## src/rtl/peppe.sv

```systemverilog
// peppe: registered field select with equality flag between two selected fields
module peppe #(
  parameter int FIELD_W = 2
) (
  input  logic                 clk,
  input  logic                 rst,
  input  logic [4*FIELD_W-1:0] X,
  input  logic [1:0]           SEL1,
  input  logic [1:0]           SEL2,
  output logic [FIELD_W-1:0]   Y,
  output logic                 E
);
  logic [FIELD_W-1:0] f [4];
  logic [FIELD_W-1:0] a, b;
  for (genvar i = 0; i < 4; i++) begin : g_field
    assign f[i] = X[i*FIELD_W +: FIELD_W];
  end
  always_comb begin
    a = f[SEL1];
    b = f[SEL2];
  end
  always_ff @(posedge clk) begin
    if (rst) begin
      Y <= '0;
      E <= 1'b0;
    end else begin
      Y <= a;
      E <= (a == b);
    end
  end
endmodule

```

## config.mk

```make
export PLATFORM = sky130hd
export DESIGN_NAME = peppe
export DESIGN_NICKNAME = d
export VERILOG_FILES = /design/src/rtl/peppe.sv
export SDC_FILE = /design/constraint.sdc
export NUM_CORES = 1
export LEC_CHECK = 0
export CAP_MARGIN = 20
export CORE_AREA = 2 2 39 41
export DETAILED_ROUTE_END_ITERATION = 10
export DIE_AREA = 0 0 41 43
export SLEW_MARGIN = 10
export SYNTH_ARGS = -nofsm -noshare
export SYNTH_HDL_FRONTEND = slang
export SYNTH_SLANG_ARGS = --single-unit
```

## constraint.sdc

```tcl
create_clock -name clk -period 2.05 [get_ports clk]
set_input_delay 0.5125 -clock clk [delete_from_list [all_inputs] [get_ports clk]]
set_output_delay 0.5125 -clock clk [all_outputs]
set_load 0.005 [all_outputs]
```

==> metrics, run 1 <==
outcome completed; sequential share of power 0.274; fmax 581.0 MHz; Final nets 47; Worst Path Arrival 1880 ps; FP Rows 14; Switching Share 0.2198; initial antenna violation count 0; GR Util met1 0.06250; Netlist cell types 5; die area between 1500 and 2000 um^2; H-tree depth 1; delay-heaviest family, CP buffers and inverters; Root Buffer clkbuf_4; worst slew pin tran 150.7 ps; slowest stage delay, CP 530 ps; clk slew on worst S/H paths 40 ps; Antenna Cells 0; Cell Int Power 0.1859 mW; Switch Pwr ~0.052 mW; Slew HR 0.8992; routing usage on met3 0.08901; global-route wire length before repair 634 um; Leak 0.1419 nW; CTS tree yes; final WL 508 um; Ys Warns 0; Ports 17; Synth Area per Inst ~16 um^2; CTS Buf Count 3; min-delay worst type input pin to register; Comb pwr share 0.285; Die H approximately 43 um; # clock sinks 3; number of DRC markers in iteration 0 2; detailed-router iteration count before antenna repair 2; clock share of power 0.441; Worst EP required around 2200 ps; Total GRT Usage 0.06471; GR peak layer met3; maximum VDD drop 164.0 uV; postcts setup bufs 0; Routed Antenna Nets 0; global placer's final weighted congestion roughly 0.59; RSZ-0062 raised after global routing no; layout cells sized above 1 0.2500; die width 41 um; final setup vio count 0; # port buffers 16; final hold vios 0; FF+latch count, synth 3; Cells after Synth 12; pin count of the biggest net entering global routing 4; Via density 4.042; buffer depth of the longest clock path 2; Max-Cap Viols 0; Seq/Total Area, Yosys 0.3158; Remaining Overflow, GRT 0; Final min period 1721 ps; vias 194; hold_ws 901.6 ps; drt drc 0; worst setup path class input pin to register; CP Max Fanout 2; # resized after CTS 0; Initial Utilization 0.1374; Synth area leader mux4_2; CP startpoint kind input pin; fill cell total of the finished layout 142; period utilization 0.8396; Crit-path slowest cell clkdlybuf4s50_1; core area 1384 um^2; hold buffers post-CTS 0; share of the synthesized area in the top cell type 0.4737; Area Overhead vs Synth 108.6%; Sum Neg Setup Slack 0 ps; Slew Limit Fails 0; Synth area leaders mux4_2 47%, dfxtp_1 32%, xor2_1 9.2%; Mapped Nets 26; Pwr Density 600.9 nW/um^2; number of global-route vias before repair 176; GR Layer Usage met2 0.06875; Cell Area, Synth about 190 um^2; WL/cell roughly 11 um; crit-path cells clkdlybuf4s50_1 > mux4_2 > xor2_1 > nor3_2; CP bufs+invs 1; CP endpoint kind register
## registers in the layout, indices dropped and copies added, names as in the netlist
name / cells
Y: 2
E: 1
## final cells by class
class | instances | area, um^2 | share of cell area
repair buffers | 16 | 160.2 | 0.4038
clock buffers | 4 | 26.28 | 0.06625
multi-input cells | 9 | 130.1 | 0.3281
well taps | 16 | 20.02 | 0.05047
flip-flops and latches | 3 | 60.06 | 0.1514
## path summary, 6_finish.rpt
path | to | slack [ps] | from | depth (start not counted)
max | E | 330 | SEL1[0] | 4
min | E | 900 | rst | 2
## cell families (layout without fill, tap and decap cells)
group / after synthesis / in the layout / share of synthesized area
xor+xnor: 2 / 2 / 0.09212
simple gates: 3 / 3 / 0.1184
flops: 3 / 3 / 0.3158
buf+inv: 0 / 20 / 0
mux: 4 / 4 / 0.4737
## synth_stat cells, drive strengths merged
cell and count:
mux4 4, nor3 1, dfxtp 3, xor2 2, nor2b 2
## routing by layer
layer | vias up | part of all wire
met3 | 0 | 0.23
met4 | 0 | 0
met1 | 87 | 0.36
li1 | 88 | -
met2 | 19 | 0.40
met5 | - | 0
## power groups by stage
stage          combinational (mW)  clock, mW  sequential [mW]
3_3_place_gp               0.0667          0           0.0662
2_1_floorplan              0.0257          0           0.0673
5_1_grt                    0.0732      0.115           0.0657
6_report                   0.0679      0.105           0.0654
3_5_place_dp               0.0685          0           0.0664
4_1_cts                    0.0687      0.110           0.0654
## per-stage QoR
step	util	power, mW	cells	instance area (um^2)	setup slack [ps]
2_1_floorplan	-	0.09295	12	190.2	677.5
3_3_place_gp	0.2676	0.1329	44	370.4	100.5
3_5_place_dp	0.2676	0.1349	44	370.4	69.80
4_1_cts	0.2866	0.2445	48	396.6	317.0
5_1_grt	0.2866	0.2543	48	396.6	240.2
6_report	0.2866	0.2383	48	396.6	328.8
## layout by cell type (no fill, tap or decap)
cell type,Yosys,layout
clkbuf_1,0,1
clkbuf_4,0,3
clkdlybuf4s50_1,0,16
dfxtp_1,3,3
mux4_2,4,4
nor2b_1,2,2
nor3_2,1,1
xor2_1,2,2
(Power assumes the default switching activity.)
==> inputs of run 2 (changes only) <==
clock period = 1.59 ns   (was 2.05 ns; I/O delays follow)
==> metrics, run 2 (synthesized netlist as in run 1, its figures left out) <==
outcome completed; Final WS setup 25.45 ps (-303.4 ps); die area 1763 um^2 (unchanged); buffer depth of the longest clock path 2 (unchanged); FP Rows 14 (unchanged); Slew HR 0.8967 (-0.002500); Worst EP required 1750 ps (-460 ps); core area 1384 um^2 (unchanged); Slew Limit Fails 0 (unchanged); Remaining Overflow, GRT 0 (unchanged); Root Buffer clkbuf_4; most frequent cells in the layout 15 x clkdlybuf4s50_1, 4 x mux4_2, 3 x dfxtp_1, 3 x clkbuf_4; global-route wire length before repair 676 um (+6.6%); Leak 0.1432 nW (+0.95%); Worst Path Arrival 1730 ps (-150 ps); CTS tree yes; RSZ-0062 raised after global routing no; Ports 17 (unchanged); biggest regs Y x2, E x1; Final nets 47 (unchanged); fmax between 600 and 700 MHz; detailed-router iteration count before antenna repair 1 (-1); postcts setup bufs 0 (unchanged); largest register by flop count Y; Total GRT Usage 0.06984 (+0.005126); Area Overhead vs Synth 107.9%; Final min period 1565 ps; # port buffers 16 (unchanged); Pwr Density 767.9 nW/um^2 (+28%); number of flip-flops in the largest register 2 (unchanged); Initial Utilization 0.1374 (unchanged); layout cells sized above 1 0.2500 (unchanged); worst slew pin tran 154.4 ps (+3.737 ps); Routed Antenna Nets 0 (unchanged); period utilization 0.9840; number of global-route vias before repair 195 (+11%); CP Max Fanout 2 (unchanged); CTS Buf Count 3 (unchanged); CP startpoint kind input pin; fill cell total of the finished layout 145 (+2.1%); final hold vios 0 (unchanged); worst slack, placed -269.1 ps (-338.9 ps); worst setup path class input pin to register; commonest non-fill, non-tap cell in the layout clkdlybuf4s50_1; vias 189 (-2.6%); final setup vio count 0 (unchanged); maximum VDD drop 209.0 uV (+27%); CP endpoint kind register; number of DRC markers in iteration 0 0 (-2); Max-Cap Viols 0 (unchanged); WL/cell 10.10 um (-4.5%); Die H 43 um (unchanged); clk slew on worst S/H paths 40 ps (about the same); final WL 485 um (-4.5%); min-delay worst type input pin to register; H-tree depth 1 (unchanged); die width 41 um (unchanged); global placer's final weighted congestion 0.6443 (+8.7%); # clock sinks 3 (unchanged); drt drc 0 (unchanged); pin count of the biggest net entering global routing 4 (unchanged); Antenna Cells 0 (unchanged); Sum Neg Setup Slack 0 ps (unchanged); initial antenna violation count 0 (unchanged); Via density 3.938 (-2.6%)
run 2: cell count changes in the layout (fill, tap and decap cells not counted):
| cell | before | now |
|---|---|---|
| dlygate4sd2_1 | 0 | 1 |
| clkdlybuf4s50_1 | 16 | 15 |
run 2: final cells by class:
| cell class | count | area (um^2) | share of cell area |
|---|---|---|---|
| Clock buffer | 4 | 26.28 | 0.06646 |
| Multi-Input combinational cell | 9 | 130.1 | 0.3291 |
| Sequential cell | 3 | 60.06 | 0.1519 |
| Tap cell | 16 | 20.02 | 0.05063 |
| Timing Repair Buffer | 16 | 158.9 | 0.4019 |
run 2: critical path: stages:
cell,delay [ps]
clkdlybuf4s50_1,520
mux4_2,520
xor2_1,160
nor3_2,130
run 2: layer usage:
layer | track usage | vias to the layer above | share of wire
li1 | - | 88 | -
met1 | 0.05611 | 80 | 0.32
met2 | 0.07813 | 19 | 0.40
met3 | 0.07853 | 2 | 0.26
met4 | 0.08000 | 0 | 0.019
met5 | 0 | - | 0
run 2: what timing repair did:
action                                  in CTS  in global routing
endpoints found under the hold margin        0                  0
hold buffers                                 0                  0
resized for setup                            1                  0
endpoints found under the setup margin       1                  0
run 2: final timing paths:
path	from	end	slack, ps	depth (start not counted)
worst max-delay path	SEL2[0]	E	30	4
worst min-delay path	rst	Y[1]	780	2
run 2: power breakdown:
| part | leakage (nW) | switching (mW) | internal, mW | total (mW) |
|---|---|---|---|---|
| logic | 0.103 | 0.0247 | 0.0619 | 0.0866 |
| registers | 0.0249 | 0.00165 | 0.0828 | 0.0845 |
| clock network | 0.0150 | 0.0385 | 0.0940 | 0.133 |
run 2: stage by stage:
stage	power (mW)	utilization	hold WS (ps)	instance area [um^2]	instances
detailed placement	0.1739	0.2676	1022	370.4	44
CTS	0.3126	0.2857	777.1	395.4	48
global route	0.3263	0.2857	807.5	395.4	48
global placement	0.1717	0.2676	1017	370.4	44
finish	0.3036	0.2857	778.2	395.4	48
floorplan	0.1198	-	467.2	190.2	12
==> inputs of run 3 (changes only) <==
clock period = 1.9 ns   (was 1.59 ns; I/O delays follow)
==> metrics, run 3 (synthesized netlist as in run 1, its figures left out) <==
vias 181 (-4.2%); Switching Share 0.2161 (+0.002200); pin count of the biggest net entering global routing 4 (unchanged); Worst Path Arrival 1860 ps (+130 ps); number of flip-flops in the largest register 2 (unchanged); post-route cell area 396.6 um^2 (+0.32%); GR Layer Usage met2 0.07500 (-0.003125); die area 1763 um^2 (unchanged); biggest regs Y x2, E x1; routing usage on met3 0.06806 (-0.01047); number of DRC markers in iteration 0 1 (+1); clock share of power 0.438 (about the same); drt drc 0 (unchanged); final hold vios 0 (unchanged); Leak 0.1419 nW (-0.94%); Area Overhead vs Synth 108.6%; Via density 3.771 (-4.2%); total power 0.2558 mW (-16%); hold buffers post-CTS 0 (unchanged); crit-path cells clkdlybuf4s50_1 > mux4_2 > xor2_1 > nor3_2; core occupancy in the finished layout 0.2866 (+0.0009040); die width 41 um (unchanged); worst slew pin tran 160.3 ps (+5.895 ps); Final min period 1700 ps; buffer depth of the longest clock path 2 (unchanged); number of global-route vias before repair 190 (-2.6%); WL/cell 10.56 um (+4.5%); fmax 588.2 MHz; CP endpoint kind register; placed cell count 44 (unchanged); Crit-path slowest cell mux4_2; CP startpoint kind input pin; Non-Filler Instances 48 (unchanged); Antenna Cells 0 (unchanged); final setup vio count 0 (unchanged); initial antenna violation count 0 (unchanged); Root Buffer clkbuf_4; Worst EP required 2060 ps (+310 ps); global placer's final weighted congestion 0.6457 (+0.22%); final WL 507 um (+4.5%); CTS Buf Count 3 (unchanged); Die H 43 um (unchanged); Total GRT Usage 0.06977 (-0.00007061); Ports 17 (unchanged); Slew Limit Fails 0 (unchanged); Max-Cap Viols 0 (unchanged); # port buffers 16 (unchanged); GR Util met1 0.06579 (+0.009684); postcts setup bufs 0 (unchanged); largest register by flop count Y; slowest stage delay, CP 540 ps (+20 ps); CTS tree yes; most frequent cells in the layout 16 x clkdlybuf4s50_1, 4 x mux4_2, 3 x dfxtp_1, 3 x clkbuf_4; outcome completed; Final nets 47 (unchanged); Slew HR 0.8927 (-0.003943); H-tree depth 1 (unchanged); Routed Antenna Nets 0 (unchanged); detailed-router iteration count before antenna repair 2 (+1); Switch Pwr 0.05527 mW (-15%); worst setup path class input pin to register; Cell Int Power 0.2005 mW (-16%); # resized after CTS 0 (-1); Post-DP Area 370.4 um^2 (unchanged); period utilization 0.8948; layout cells sized above 1 0.2500 (unchanged); min-delay worst type input pin to register; commonest non-fill, non-tap cell in the layout clkdlybuf4s50_1; clk slew on worst S/H paths 40 ps (about the same); Remaining Overflow, GRT 0 (unchanged); Comb pwr share 0.287 (+0.002); maximum VDD drop 136.0 uV (-35%); core area 1384 um^2 (unchanged); # clock sinks 3 (unchanged); FP Rows 14 (unchanged); CP Max Fanout 2 (unchanged); GR peak layer met4; sequential share of power 0.276 (-0.002); global-route wire length before repair 683 um (+1.0%); Pwr Density 645.0 nW/um^2 (-16%); Initial Utilization 0.1374 (unchanged); RSZ-0062 raised after global routing no
run 3: critical path, delay by kind of cell:
kind | cells | cell delay, ps
AND/OR/NAND/NOR | 1 | 140
multiplexers | 1 | 540
XOR/XNOR | 1 | 180
buffers and inverters | 1 | 530
run 3: through the flow:
step | setup WS (ps) | setup TNS [ps] | hold WS (ps)
finish | 199.8 | 0 | 850.7
global placement | -20.37 | -20.37 | 1090
global route | 165.6 | 0 | 883.6
detailed placement | -50.79 | -50.79 | 1088
floorplan | 565.0 | 0 | 544.7
CTS | 195.5 | 0 | 842.4
run 3: routing by layer:
layer,share of wire,vias to the layer above
met5,0,-
met4,0.0079,0
met3,0.19,2
met2,0.41,17
met1,0.39,73
li1,-,89
run 3: cell type report:
type	instances	area, um^2
Sequential cell	3	60.06
Timing Repair Buffer	16	160.2
Multi-Input combinational cell	9	130.1
Fill cell	144	987.2
Clock buffer	4	26.28
Tap cell	16	20.02
run 3: power by group through the flow:
| stage | Clock [mW] | Combinational (mW) | Sequential, mW |
|---|---|---|---|
| detailed placement | 0 | 0.0738 | 0.0716 |
| CTS | 0.118 | 0.0740 | 0.0706 |
| global route | 0.123 | 0.0791 | 0.0708 |
| finish | 0.112 | 0.0733 | 0.0706 |
| global placement | 0 | 0.0726 | 0.0713 |
| floorplan | 0 | 0.0277 | 0.0726 |
run 3: path summary, 6_finish.rpt:
path / from / endpoint / slack [ps] / cells after the start
max: SEL1[0] / E / 200 / 4
min: rst / Y[1] / 850 / 2
